`config.mk`:
```
export PLATFORM = sky130hd
export DESIGN_NAME = request_encoder_32to5
export DESIGN_NICKNAME = d
export VERILOG_FILES = /design/src/rtl/request_encoder_32to5.sv
export SDC_FILE = /design/constraint.sdc
export NUM_CORES = 1
export LEC_CHECK = 0
export BUFFER_PORTS_ARGS = -buffer_cell sky130_fd_sc_hd__buf_4
export CAP_MARGIN = 25
export CORE_MARGIN = 2
export CORE_UTILIZATION = 50
export DETAILED_ROUTE_END_ITERATION = 8
export PLACE_DENSITY = 0.79
export SYNTH_ARGS = -nofsm -noshare
export SYNTH_HDL_FRONTEND = slang
export SYNTH_SLANG_ARGS = --single-unit
```
`constraint.sdc`:
```
create_clock -name clk -period 5.3 [get_ports clk]
set_input_delay 0.795 -clock clk [delete_from_list [all_inputs] [get_ports clk]]
set_output_delay 0.795 -clock clk [all_outputs]
set_load 0.005 [all_outputs]
```
`src/rtl/request_encoder_32to5.sv`:
```
// Sticky 32-lane request latch with round-robin (or fixed-priority) encode to a 5-bit lane code.
// req_in -> code_valid in two edges; code_out held stable until code_ready, one idle bubble per code.
module request_encoder_32to5 #(
  parameter int N           = 32,
  parameter int IDX_W       = 5,
  parameter bit ROUND_ROBIN = 1'b1
) (
  input  logic             clk,
  input  logic             rst_n,
  input  logic [N-1:0]     req_in,
  input  logic             clr_all,
  input  logic             code_ready,
  output logic [IDX_W-1:0] code_out,
  output logic             code_valid,
  output logic [N-1:0]     pending,
  output logic [IDX_W:0]   pending_count
);

  typedef enum logic {
    IDLE = 1'b0,
    HOLD = 1'b1
  } state_t;

  state_t           state;
  state_t           state_nxt;
  logic [IDX_W-1:0] ptr;
  logic [IDX_W-1:0] ptr_nxt;
  logic [IDX_W-1:0] code_nxt;
  logic [N-1:0]     pend_nxt;
  logic [N-1:0]     accept_mask;
  logic [2*N-1:0]   pend_dbl;
  logic [N-1:0]     pend_rot;
  logic [IDX_W-1:0] sel_off;
  logic [IDX_W-1:0] sel;
  logic             accept;

  assign code_valid = (state == HOLD);
  assign accept     = code_valid & code_ready;

  // A fresh request on the accepted lane wins over the accept-clear.
  always_comb begin
    accept_mask = '0;
    if (accept) begin
      accept_mask[code_out] = 1'b1;
    end
    pend_nxt = clr_all ? '0 : (req_in | (pending & ~accept_mask));
  end

  // Rotate so ptr lands on bit 0, take the lowest set bit, then undo the rotation.
  always_comb begin
    pend_dbl = {pending, pending};
    pend_rot = ROUND_ROBIN ? pend_dbl[ptr +: N] : pending;
    sel_off  = '0;
    for (int i = N - 1; i >= 0; i--) begin
      if (pend_rot[i]) begin
        sel_off = IDX_W'(i);
      end
    end
    sel = ROUND_ROBIN ? (ptr + sel_off) : sel_off;
  end

  always_comb begin
    state_nxt = state;
    code_nxt  = code_out;
    ptr_nxt   = ptr;
    case (state)
      IDLE: begin
        if (!clr_all && (pending != '0)) begin
          code_nxt  = sel;
          state_nxt = HOLD;
        end
      end
      HOLD: begin
        // Flush wins over a simultaneous accept and leaves the pointer alone.
        if (clr_all) begin
          state_nxt = IDLE;
        end else if (code_ready) begin
          state_nxt = IDLE;
          ptr_nxt   = code_out + IDX_W'(1);
        end
      end
      default: state_nxt = IDLE;
    endcase
  end

  always_ff @(posedge clk) begin
    if (!rst_n) begin
      state         <= IDLE;
      code_out      <= '0;
      ptr           <= '0;
      pending       <= '0;
      pending_count <= '0;
    end else begin
      state         <= state_nxt;
      code_out      <= code_nxt;
      ptr           <= ptr_nxt;
      pending       <= pend_nxt;
      pending_count <= (IDX_W + 1)'($countones(pend_nxt));
    end
  end

endmodule

```
==> results by group, run 1 <==
Job
  • Max-cap violations: 0

Setup path
  • Critical path data required time: 5530 ps
  • R2R Setup Slk: -40 ps
  • Crit-path max FO: 5
  • Worst setup path startpoint: code_ready
  • WP data arrival: roughly 5600 ps
  • CP Depth: 22
  • Critical Path, Cell by Cell: buf_6 -> and2_4 -> nand2_4 -> o21ai_2 -> a21o_1 -> fa_1 -> fa_1 -> inv_1 -> fa_1 -> inv_2 -> fa_1 -> fa_1 -> inv_1 -> fa_1 -> ha_2 -> inv_2 -> fa_2 -> inv_1 -> a21o_1 -> a21oi_2 -> xor2_1 -> nor2_1
  • CP peak stage delay: 500 ps
  • Worst Setup Start Kind: primary input
  • Crit end category: register
  • R2R Path End: pending_count[4]
  • Most used cell, CP: fa_1
  • Crit path buffers/inverters: 6
  • CP top delay family: adder cells
  • Number of cells on the worst reg-to-reg path: 24
  • Worst setup path endpoint: pending_count[4]
  • Worst reg2reg startpoint: code_out[1]
  • CP Class: in2reg
  • Highest-delay cell along the critical path: fa_1

Timing
  • RSZ-0062 raised after global routing: yes
  • Number of hold violations in the final report: 0
  • Slew margin rel.: between 40% and 50%
  • Final setup violation count: 2
  • F_max: roughly 190 MHz
  • Max Slew Vio Count: 0
  • Fin crit period: roughly 5400 ps
  • Worst Slack Setup Final: -81.96 ps
  • Setup TNS: -160.0 ps
  • Crit share post-route: 101.5%
  • Slew @ Worst Pin: roughly 770 ps
  • Clk_skew: roughly 7.6 ps

Clocking
  • Clk buf depth: 2
  • Clock transition at path regs: 70 ps
  • CTS buffer count: 5
  • CTS tree: done
  • H-tree levels: 2
  • Clk_lat worst skew: 290 ps
  • Post-CTS Hold Buffers: 0
  • CTS root buf: clkbuf_16
  • CTS sink count: 49

GRT
  • Tot GR Track Use: 31.82%
  • Antenna violations before repair: 0
  • Number of global-route vias before repair: roughly 7100
  • First-pass GRT wire length: just under 40000 µm
  • Grt total ovfl: 0
  • Largest net degree at the start of global routing: slightly below 50

Route
  • ANT nets after route: 0
  • Wire length per cell: around 24 µm
  • DR iter-0 viols: 941
  • Via count: 7173
  • Routed vias/inst: approximately 7
  • WL final: 25260 µm
  • DRC viols: 0
  • DRT Pass-1 Iters: 8

Min path
  • Start point of the worst hold path: code_out[0]
  • Hold WC Path Type: reg2reg

Synthesis
  • Seq cells post-synth: 49
  • Area leader, netlist: mux4_2
  • Register area share after synthesis: 13.29%
  • Synth Area per Inst: ~9.4 µm²
  • EDFF count, synth: 0
  • Synth async-reset ratio: 0%
  • Synth cell types: 72
  • Post-Syn Area: 7378 µm²
  • Syn. warnings: 0
  • Primary FF master, synth: dfxtp_1
  • Synth area leaders: mux4_2 25%, dfxtp_1 13%, mux2i_1 8.8%
  • Mapped Cells: approximately 800
  • Mapped Nets: between 800 and 900
  • Synth top area share: between 20 and 30%

Finish
  • Area growth syn-to-layout: 18.03%
  • Share of cells above drive strength 1: 37.78%
  • Final net count: 930
  • Layout fillers: 1204
  • N_diodes: 0
  • Finished Layout Cells: roughly 1000

Run status
  • Failing checks: negative setup slack
  • Status: finished with violations

Pwr
  • Peak supply drop: slightly above 0.8 mV
  • Power Density: between 200 and 300 nW/µm²
  • Lkg Pwr: between 3 and 4 nW

Floorplanning
  • Rows: 44
  • Core Region: approximately 14000 µm²
  • Starting Density: approximately half
  • I/O pin count: 80
  • Die Span Y: between 100 and 150 µm
  • Die outline width: between 100 and 150 µm
  • Die ar.: roughly 16000 µm²

Placed design
  • Placed Cells: just over 1000
  • DP HPWL: ~18000 µm
  • Placer Congestion: around 1
  • PortBufs: slightly below 80
## power by group
group | switching (mW) | total (mW) | internal [mW] | leakage (nW)
Clock | 0.148 | 0.371 | 0.224 | 0.0842
Combinational | 0.686 | 1.36 | 0.674 | 3.04
Sequential | 0.0520 | 0.457 | 0.405 | 0.408
Total | 0.886 | 2.19 | 1.30 | 3.53
## cell families (layout without fill, tap and decap cells)
kind of cell    count (synthesis)  count (layout)  synth area share [%]
fa+ha+maj                      40              40                 9.327
buf+inv                       148             219                 8.394
mux                           179             179                 40.31
compound gates                156             156                 14.26
flops                          49              49                 13.29
simple gates                  204             204                 13.46
xor+xnor                        8               8                0.9497
## state kept, by name, summed over array words and instances (netlist names)
register,count
code_out,5
pending,32
ptr,5
code_valid,1
pending_count,6
## area by class of cell
cell class,count,area [µm²],area share (%)
Multi-Input combinational cell,587,5913,67.90
Timing Repair Buffer,148,1159,13.30
Sequential cell,49,1001,11.49
Inverter,63,236.5,2.716
Tap cell,184,230.2,2.644
Clock buffer,5,125.1,1.437
Clock inverter,3,43.79,0.5029
## what timing repair did
item | 4_1_cts | 5_1_grt
endpoints found under the hold margin | 0 | 0
pin swaps | 11 | 16
setup endpoints to repair | 4 | 6
resized for setup | 16 | 28
setup buffers | 2 | 2
## synth_stat cells (all sizes together), types with 16 or more instances
master	number
mux4	90
mux2	24
nand2	44
o21ai	30
mux2i	65
clkbuf	50
fa	25
dfxtp	49
inv	62
buf	35
and2	16
a21oi	38
nor2	64
## metal layers
metal	global-route usage (%)	vias to the layer above	wire, µm
met1	40.43	3431	9194
met2	50.75	555	11460
met3	9.542	127	3198
li1	-	3060	-
met5	0	-	0
met4	13.33	0	1407
## worst min path at each step
stage / depth (start not counted) / slack, ps / end
final: 2 / 620 / ptr[0]
after global routing: 3 / 630 / pending[23]
after CTS: 3 / 610 / pending[23]
after detailed placement: 3 / 600 / pending[0]
after floorplan: 2 / 520 / code_out[0]
after global placement: 3 / 600 / pending[23]
## layout by cell type (no fill, tap or decap), types with 7 or more instances in the layout
| master | n |
|---|---|
| nor2_1 | 61 |
| nand2_1 | 42 |
| dfxtp_1 | 41 |
| mux4_2 | 83 |
| nor4_1 | 9 |
| a21oi_1 | 29 |
| o21ai_0 | 22 |
| buf_4 | 142 |
| a21o_1 | 13 |
| and2_1 | 14 |
| nor3_1 | 13 |
| nor2b_1 | 12 |
| ha_1 | 12 |
| mux4_1 | 7 |
| mux2_2 | 24 |
| o22ai_1 | 15 |
| mux2i_1 | 65 |
| fa_1 | 23 |
| inv_1 | 56 |
| nand3_1 | 10 |
| a21oi_2 | 9 |
## worst reg2reg max path, stage by stage, from the launching register on
cell     delay (ps)
dfxtp_4         370
inv_1           120
ha_4            160
buf_4           120
nand2_4          70
o21ai_2         180
a21oi_2          90
fa_1            500
inv_2            40
fa_1            490
inv_1            50
fa_1            490
inv_2            40
fa_1            490
fa_1            500
inv_1            50
fa_1            480
ha_2            190
inv_2            40
fa_2            360
inv_1            60
a21o_1          120
a21oi_2          60
xor2_1          130
nor2_1           90
## per-stage QoR
stage	power [mW]	hold WS, ps	utilization (%)	instance area [µm²]	setup WS, ps
final	2.189	624.7	60.15	8708	-81.96
after global routing	2.363	633.6	60.15	8708	-272.9
after CTS	2.119	609.0	59.54	8621	-139.8
after detailed placement	1.695	602.2	57.92	8387	-520.6
after global placement	1.659	595.3	57.73	8359	-509.0
after floorplan	1.308	522.2	-	7422	-186.7
Power figures use the tool's default switching activity.
==> run 2, diff against run 1 <==
--- a/config.mk
+++ b/config.mk
@@ -5,12 +5,13 @@
 export SDC_FILE = /design/constraint.sdc
 export NUM_CORES = 1
 export LEC_CHECK = 0
+export ABC_AREA = 1
 export BUFFER_PORTS_ARGS = -buffer_cell sky130_fd_sc_hd__buf_4
 export CAP_MARGIN = 25
 export CORE_MARGIN = 2
 export CORE_UTILIZATION = 50
 export DETAILED_ROUTE_END_ITERATION = 8
-export PLACE_DENSITY = 0.79
+export PLACE_DENSITY = 0.81
 export SYNTH_ARGS = -nofsm -noshare
 export SYNTH_HDL_FRONTEND = slang
 export SYNTH_SLANG_ARGS = --single-unit
==> run 2 against run 1 <==
  * The run still ends with negative setup slack left
  * Worst hold slack lost 13 ps
  * Clock skew grew 0.92 ps
  * Sequential share of layout area grew 3.4 points
  * Worst setup slack lost 87 ps
  * Global-route usage grew 0.94 points
  * Final cell count grew 6.8%
  * Non-clock buffer count shrank 1
  * Register-to-register slack lost 130 ps
  * First-iteration DRC count shrank 25%
  * Area after synthesis shrank 29%
  * Largest power group unchanged
  * Highest routed layer unchanged
==> results by group, run 2 <==
Run status
  • Status: finished with violations
  • Failing checks: negative setup slack

Floorplanning
  • Die outline width: 106.1 µm (-15%)
  • Die ar.: 11260 µm² (-28%)
  • Starting Density: 50.95% (about the same)
  • I/O pin count: 80 (unchanged)
  • Rows: 37 (-16%)
  • Die Span Y: 106.1 µm (-15%)
  • Core Region: 10230 µm² (-29%)

GRT
  • Largest net degree at the start of global routing: 37 (-24%)
  • Number of global-route vias before repair: 5814 (-18%)
  • Tot GR Track Use: 32.75% (+0.94 points)
  • First-pass GRT wire length: 29330 µm (-26%)
  • GRT Max-Usage Layer: met2
  • Antenna violations before repair: 0 (unchanged)
  • Grt total ovfl: 0 (unchanged)
  • GR Util met3: 4.905% (-4.6 points)
  • GR Layer Usage met1: 43.41% (+3.0 points)
  • Met2 Use GR: 54.17% (+3.4 points)

Finish
  • Final net count: 1049 (+13%)
  • Largest Register: pending
  • Area growth syn-to-layout: 28.23%
  • Biggest regs: pending (32), pending_count (6)
  • Layout fillers: 888 (-26%)
  • Share of cells above drive strength 1: 23.92% (-14 points)
  • Finished Layout Cells: 1110 (+6.8%)
  • N_diodes: 0 (unchanged)
  • Most frequent cells in the layout: 216 x nand2_1, 144 x buf_4, 142 x nand3_1, 99 x inv_1, 64 x o21ai_0
  • Max reg flops: 32 (unchanged)
  • Most common cell after layout, fill and taps aside: nand2_1

Clocking
  • Post-CTS Hold Buffers: 0 (unchanged)
  • CTS tree: done
  • CTS buffer count: 5 (unchanged)
  • Clock transition at path regs: 100 ps (+30 ps)
  • Clk buf depth: 2 (unchanged)
  • CTS sink count: 49 (unchanged)
  • Clk_lat worst skew: 320 ps (+30 ps)
  • CTS root buf: clkbuf_8
  • H-tree levels: 2 (unchanged)

Min path
  • Hold WC Path Type: reg2reg

Setup path
  • Crit end category: register
  • Crit-path max FO: 7 (+2)
  • CP peak stage delay: 560 ps (+60 ps)
  • Highest-delay cell along the critical path: fa_1
  • Critical path data required time: 5520 ps (about the same)
  • WP data arrival: 5690 ps (+70 ps)
  • Most used cell, CP: fa_1
  • CP Class: in2reg
  • Worst Setup Start Kind: primary input

Route
  • Routed vias/inst: 5.798 (-16%)
  • DR iter-0 viols: 702 (-25%)
  • DRC viols: 0 (unchanged)
  • Via count: 6436 (-10%)
  • ANT nets after route: 0 (unchanged)
  • DRT Pass-1 Iters: 6 (-2)
  • WL final: 19060 µm (-25%)
  • Wire length per cell: 17.17 µm (-29%)

Synthesis
  • Mapped Cells: 859 (+9.6%)
  • Area leader, netlist: dfxtp_1
  • EDFF count, synth: 0 (unchanged)
  • Register area share after synthesis: 18.82% (+5.5 points)
  • Seq cells post-synth: 49 (unchanged)
  • Syn. warnings: 0 (unchanged)
  • Post-Syn Area: 5212 µm² (-29%)
  • Synth cell types: 34 (-53%)
  • Mapped Nets: 935 (+8.7%)
  • Synth async-reset ratio: 0% (unchanged)
  • Cell with the most instances after synthesis: nand2_1
  • Synth top area share: 18.82% (-6.5 points)
  • Primary FF master, synth: dfxtp_1
  • Synth area leaders: dfxtp_1 19%, nand2_1 16%, nand3_1 14%
  • Post-synth top cells: 221 x nand2_1, 143 x nand3_1, 113 x inv_1
  • Synth Area per Inst: 6.068 µm² (-36%)

Pwr
  • Lkg Pwr: 3.362 nW (-4.8%)
  • Design Power: 2.079 mW (-5.0%)
  • Peak supply drop: 0.8119 mV (-2.1%)
  • Power Density: 311.1 nW/µm² (+24%)

Timing
  • Slew @ Worst Pin: 876.9 ps (+104.5 ps)
  • Crit share post-route: 103.2% (+1.6 points)
  • F_max: 182.9 MHz (-1.6%)
  • RSZ-0062 raised after global routing: yes
  • Slew margin rel.: 41.47% (-7.0 points)
  • Worst Slack Setup Final: -168.9 ps (-86.93 ps)
  • Fin crit period: 5469 ps (+86.93 ps)
  • Max Slew Vio Count: 0 (unchanged)
  • Final setup violation count: 4 (+2)
  • Clk_skew: 8.554 ps (+0.9170 ps)
  • Number of hold violations in the final report: 0 (unchanged)

Job
  • Max-cap violations: 0 (unchanged)

Placed design
  • PortBufs: 79 (unchanged)
  • Placed Cells: 1088 (+5.9%)
  • Place WS: -574.3 ps (-53.73 ps)
  • DP HPWL: 13860 µm (-25%)
  • Placer Congestion: 0.9318 (-6.7%)
-- run 2: cell count changes in the layout (fill, tap and decap cells not counted), moves of 13 or more --
| cell | change |
|---|---|
| a21o_1 | -13 |
| inv_1 | +43 |
| mux2_2 | -24 |
| mux2i_1 | -62 |
| mux4_2 | -83 |
| nand2_1 | +174 |
| nand3_1 | +132 |
| nor2_1 | -20 |
| o21ai_0 | +42 |
| o22ai_1 | -15 |
-- run 2: layout make-up --
class / instances / area (µm²) / area share [%]
Tap cell: 136 / 170.2 / 2.546
Inverter: 119 / 469.2 / 7.020
Clock buffer: 5 / 68.82 / 1.030
Clock inverter: 3 / 25.02 / 0.3744
Timing Repair Buffer: 147 / 1127 / 16.87
Sequential cell: 49 / 994.7 / 14.88
Multi-Input combinational cell: 651 / 3829 / 57.28
-- run 2: worst max-delay path: cells and delay by family --
kind / cells / cell delay [ps]
simple gates: 6 / 420
buf+inv: 7 / 460
fa+ha+maj: 8 / 3490
compound gates: 4 / 500
-- run 2: routing by layer --
layer  up-vias  part of all wire, %  routed length (µm)
li1       3037                    -                   -
met1      2931                   40                7539
met2       393                   47                8981
met3        75                  8.8                1676
met4         0                  4.5                 864
met5         -                    0                   0
-- run 2: path summary, 6_finish.rpt --
path / cells past startpoint / slack (ps) / to / start
max reg2reg: 23 / -170 / pending_count[4] / code_out[4]
min reg2reg: 2 / 610 / ptr[0] / code_out[0]
min: 2 / 610 / ptr[0] / code_out[0]
max: 25 / -170 / pending_count[4] / code_ready
-- run 2: cell families (layout without fill, tap and decap cells) --
kind of cell               count (synthesis)  count (layout)  synth area share (%)
buffers and inverters                    159             274                 12.82
and+or+nand+nor                          451             451                 37.83
adders and majority gates                 40              40                 13.20
muxes                                      3               3                0.5761
AOI/OAI and AO/OA                        150             150                 15.58
xor gates and xnor gates                   7               7                 1.176
DFF                                       49              49                 18.82
-- run 2: through the flow --
step	TNS, ps	hold WS (ps)	area (µm²)	utilization [%]
2_1_floorplan	-178.7	491.7	5255	-
3_3_place_gp	-1348	511.8	6211	60.71
3_5_place_dp	-2184	532.5	6211	60.71
4_1_cts	0	584.5	6529	63.81
5_1_grt	-835.1	620.8	6684	65.33
6_report	-306.3	611.7	6684	65.33
-- run 2: repair_timing --
| item | in CTS | in global routing |
|---|---|---|
| buffers inserted | 10 | 6 |
| resized for setup | 54 | 40 |
| pin swaps | 23 | 12 |
| endpoints found under the setup margin | 4 | 6 |
-- run 2: report_power, final --
group          switching (mW)  total (mW)  internal [mW]
clock                   0.143       0.238         0.0955
sequential             0.0341       0.440          0.406
combinational           0.778        1.40          0.623
total                   0.955        2.08           1.12
==> run 3, diff against run 2 <==
--- a/config.mk
+++ b/config.mk
@@ -9,9 +9,9 @@
 export BUFFER_PORTS_ARGS = -buffer_cell sky130_fd_sc_hd__buf_4
 export CAP_MARGIN = 25
 export CORE_MARGIN = 2
-export CORE_UTILIZATION = 50
+export CORE_UTILIZATION = 53
 export DETAILED_ROUTE_END_ITERATION = 8
-export PLACE_DENSITY = 0.81
+export PLACE_DENSITY = 0.85
 export SYNTH_ARGS = -nofsm -noshare
 export SYNTH_HDL_FRONTEND = slang
 export SYNTH_SLANG_ARGS = --single-unit
==> run 3 against run 2 <==
  * The flow still finishes with violations (negative setup slack)
  * Sequential share of layout area grew 0.071 points
  * Utilization grew 3.3 points
  * Critical endpoint is now pending_count[5]
  * Worst hold slack lost 71 ps
  * Count of clock-buffer cells in the layout is the same
  * Sequential power is essentially flat
  * Die area shrank 5.4%
  * Design area shrank 0.97%
  * Register-to-register slack lost 100 ps
==> results by group, run 3 (synthesized netlist as in run 2, its figures left out) <==
Run status
  • Status: finished with violations
  • Failing checks: negative setup slack

Finish
  • Largest Register: pending
  • Multi-input logic area: 3765 µm² (-1.7%)
  • Layout Cell Area excl Fill: 6619 µm² (-0.97%)
  • N_diodes: 0 (unchanged)
  • Layout fillers: 794 (-11%)
  • Most common cell after layout, fill and taps aside: nand2_1
  • Most frequent cells in the layout: 216 x nand2_1, 142 x nand3_1, 134 x buf_4, 100 x inv_1, 66 x o21ai_0
  • Sequential Area: 989.7 µm² (-0.50%)
  • Biggest regs: pending (32), pending_count (6)
  • Max reg flops: 32 (unchanged)
  • Share of cells above drive strength 1: 22.60% (-1.3 points)
  • Area growth syn-to-layout: 26.98%
  • Final net count: 1044 (-0.48%)

Route
  • Via count: 6382 (-0.84%)
  • DR iter-0 viols: 833 (+19%)
  • DRT Pass-1 Iters: 6 (unchanged)
  • ANT nets after route: 0 (unchanged)
  • DRC viols: 0 (unchanged)
  • WL final: 18490 µm (-3.0%)
  • Routed vias/inst: 5.791 (-0.12%)
  • Wire length per cell: 16.78 µm (-2.3%)

Pwr
  • Power Density: 320.3 nW/µm² (+3.0%)
  • Net Switching: 0.9119 mW (-4.5%)
  • Clk pwr share: 15.2% (+3.7 points)
  • Design Power: 2.120 mW (+2.0%)
  • Peak supply drop: 0.7669 mV (-5.5%)
  • Lkg Pwr: 3.357 nW (-0.15%)
  • Comb power frac: 64.1% (-3.3 points)
  • Cell Int Power: 1.208 mW (+7.4%)
  • Reg power frac: 20.7% (-0.4 points)
  • Sw Ratio: 43.02% (-2.9 points)

Clocking
  • CTS sink count: 49 (unchanged)
  • CTS buffer count: 5 (unchanged)
  • Post-CTS Hold Buffers: 0 (unchanged)
  • Clk_lat worst skew: 310 ps (about the same)
  • Clock transition at path regs: 100 ps (about the same)
  • H-tree levels: 2 (unchanged)
  • CTS root buf: clkbuf_8
  • Clk buf depth: 2 (unchanged)
  • CTS tree: done

Setup path
  • Crit end category: register
  • Critical path data required time: 5480 ps (-40 ps)
  • Crit-path max FO: 7 (unchanged)
  • CP top delay family: adder cells
  • WP data arrival: 5770 ps (+80 ps)
  • Highest-delay cell along the critical path: fa_2
  • R2R Setup Slk: -270 ps (-100 ps)
  • CP peak stage delay: 540 ps (-20 ps)
  • Crit path buffers/inverters: 10 (+3)
  • CP Class: in2reg
  • Worst Setup Start Kind: primary input

GRT
  • Antenna violations before repair: 0 (unchanged)
  • Tot GR Track Use: 34.17% (+1.4 points)
  • Number of global-route vias before repair: 5981 (+2.9%)
  • Largest net degree at the start of global routing: 37 (unchanged)
  • Grt total ovfl: 0 (unchanged)
  • First-pass GRT wire length: 28310 µm (-3.5%)

Timing
  • F_max: 178.8 MHz (-2.2%)
  • Final setup violation count: 3 (-1)
  • Crit share post-route: 105.6% (+2.4 points)
  • RSZ-0062 raised after global routing: yes
  • Slew @ Worst Pin: 847.7 ps (-29.23 ps)
  • Max Slew Vio Count: 0 (unchanged)
  • Worst hold slack: 541.1 ps (-70.59 ps)
  • Clk_skew: 8.320 ps (-0.2343 ps)
  • Worst Slack Setup Final: -294.3 ps (-125.4 ps)
  • Number of hold violations in the final report: 0 (unchanged)
  • Fin crit period: 5594 ps (+125.4 ps)
  • Slew margin rel.: 43.42% (+2.0 points)

Floorplanning
  • Core Region: 9639 µm² (-5.8%)
  • Die outline width: 103.2 µm (-2.8%)
  • Starting Density: 54.08% (+3.1 points)
  • Die ar.: 10640 µm² (-5.4%)
  • Rows: 36 (-2.7%)
  • Die Span Y: 103.2 µm (-2.8%)
  • I/O pin count: 80 (unchanged)

Job
  • Max-cap violations: 0 (unchanged)

Placed design
  • Placed cell area: 6192 µm² (-0.30%)
  • Place WS: -569.0 ps (+5.309 ps)
  • PortBufs: 79 (unchanged)
  • Placer Congestion: 1.038 (+11%)
  • DP HPWL: 13300 µm (-4.1%)

Min path
  • Hold WC Path Type: reg2reg
==> run 3: timing repair <==
action                                  CTS  global route
resized for setup                        24            54
endpoints found under the setup margin    4             5
buffers inserted                          2             9
pin swaps                                10            18
==> run 3: through the flow <==
step | setup TNS [ps] | utilization (%) | instances
final | -754.9 | 68.67 | 1102
after global routing | -1103 | 68.67 | 1102
after CTS | -133.9 | 66.36 | 1093
after detailed placement | -1946 | 64.24 | 1083
after global placement | -1319 | 64.24 | 1083
after floorplan | -178.7 | - | 859
==> run 3: area by class of cell <==
class / instances / share of cell area [%]
Tap cell: 133 / 2.514
Sequential cell: 49 / 14.95
Multi-Input combinational cell: 651 / 56.88
Timing Repair Buffer: 142 / 16.69
Inverter: 119 / 6.938
Clock buffer: 5 / 1.040
Clock inverter: 3 / 0.9830
==> run 3: power by group through the flow <==
stage / Sequential, mW / Clock, mW / Combinational, mW
after floorplan: 0.438 / 0 / 0.744
after global placement: 0.441 / 0 / 1.06
after detailed placement: 0.442 / 0 / 1.08
after CTS: 0.434 / 0.318 / 1.15
after global routing: 0.441 / 0.337 / 1.53
final: 0.439 / 0.322 / 1.36
==> run 3: metal layers <==
| layer | vias to the layer above | global-route usage [%] | part of all wire [%] |
|---|---|---|---|
| met4 | 0 | 15.38 | 4.3 |
| li1 | 3026 | - | - |
| met3 | 93 | 7.392 | 12 |
| met2 | 443 | 54.85 | 45 |
| met5 | - | 0 | 0 |
| met1 | 2820 | 44.31 | 38 |
==> run 3: worst reg2reg max path: cells and delay by family (launching register included) <==
family,cells,cell delay [ps]
flops,1,330
simple gates,4,340
fa+ha+maj,7,3170
buf+inv,10,920
compound gates,4,690
==> run 3: final timing paths <==
path | start | to | depth (start not counted)
setup reg to reg | code_out[4] | pending_count[5] | 25
setup / recovery | code_ready | pending_count[5] | 26
hold / removal | code_out[0] | ptr[0] | 1
hold reg to reg | code_out[0] | ptr[0] | 1
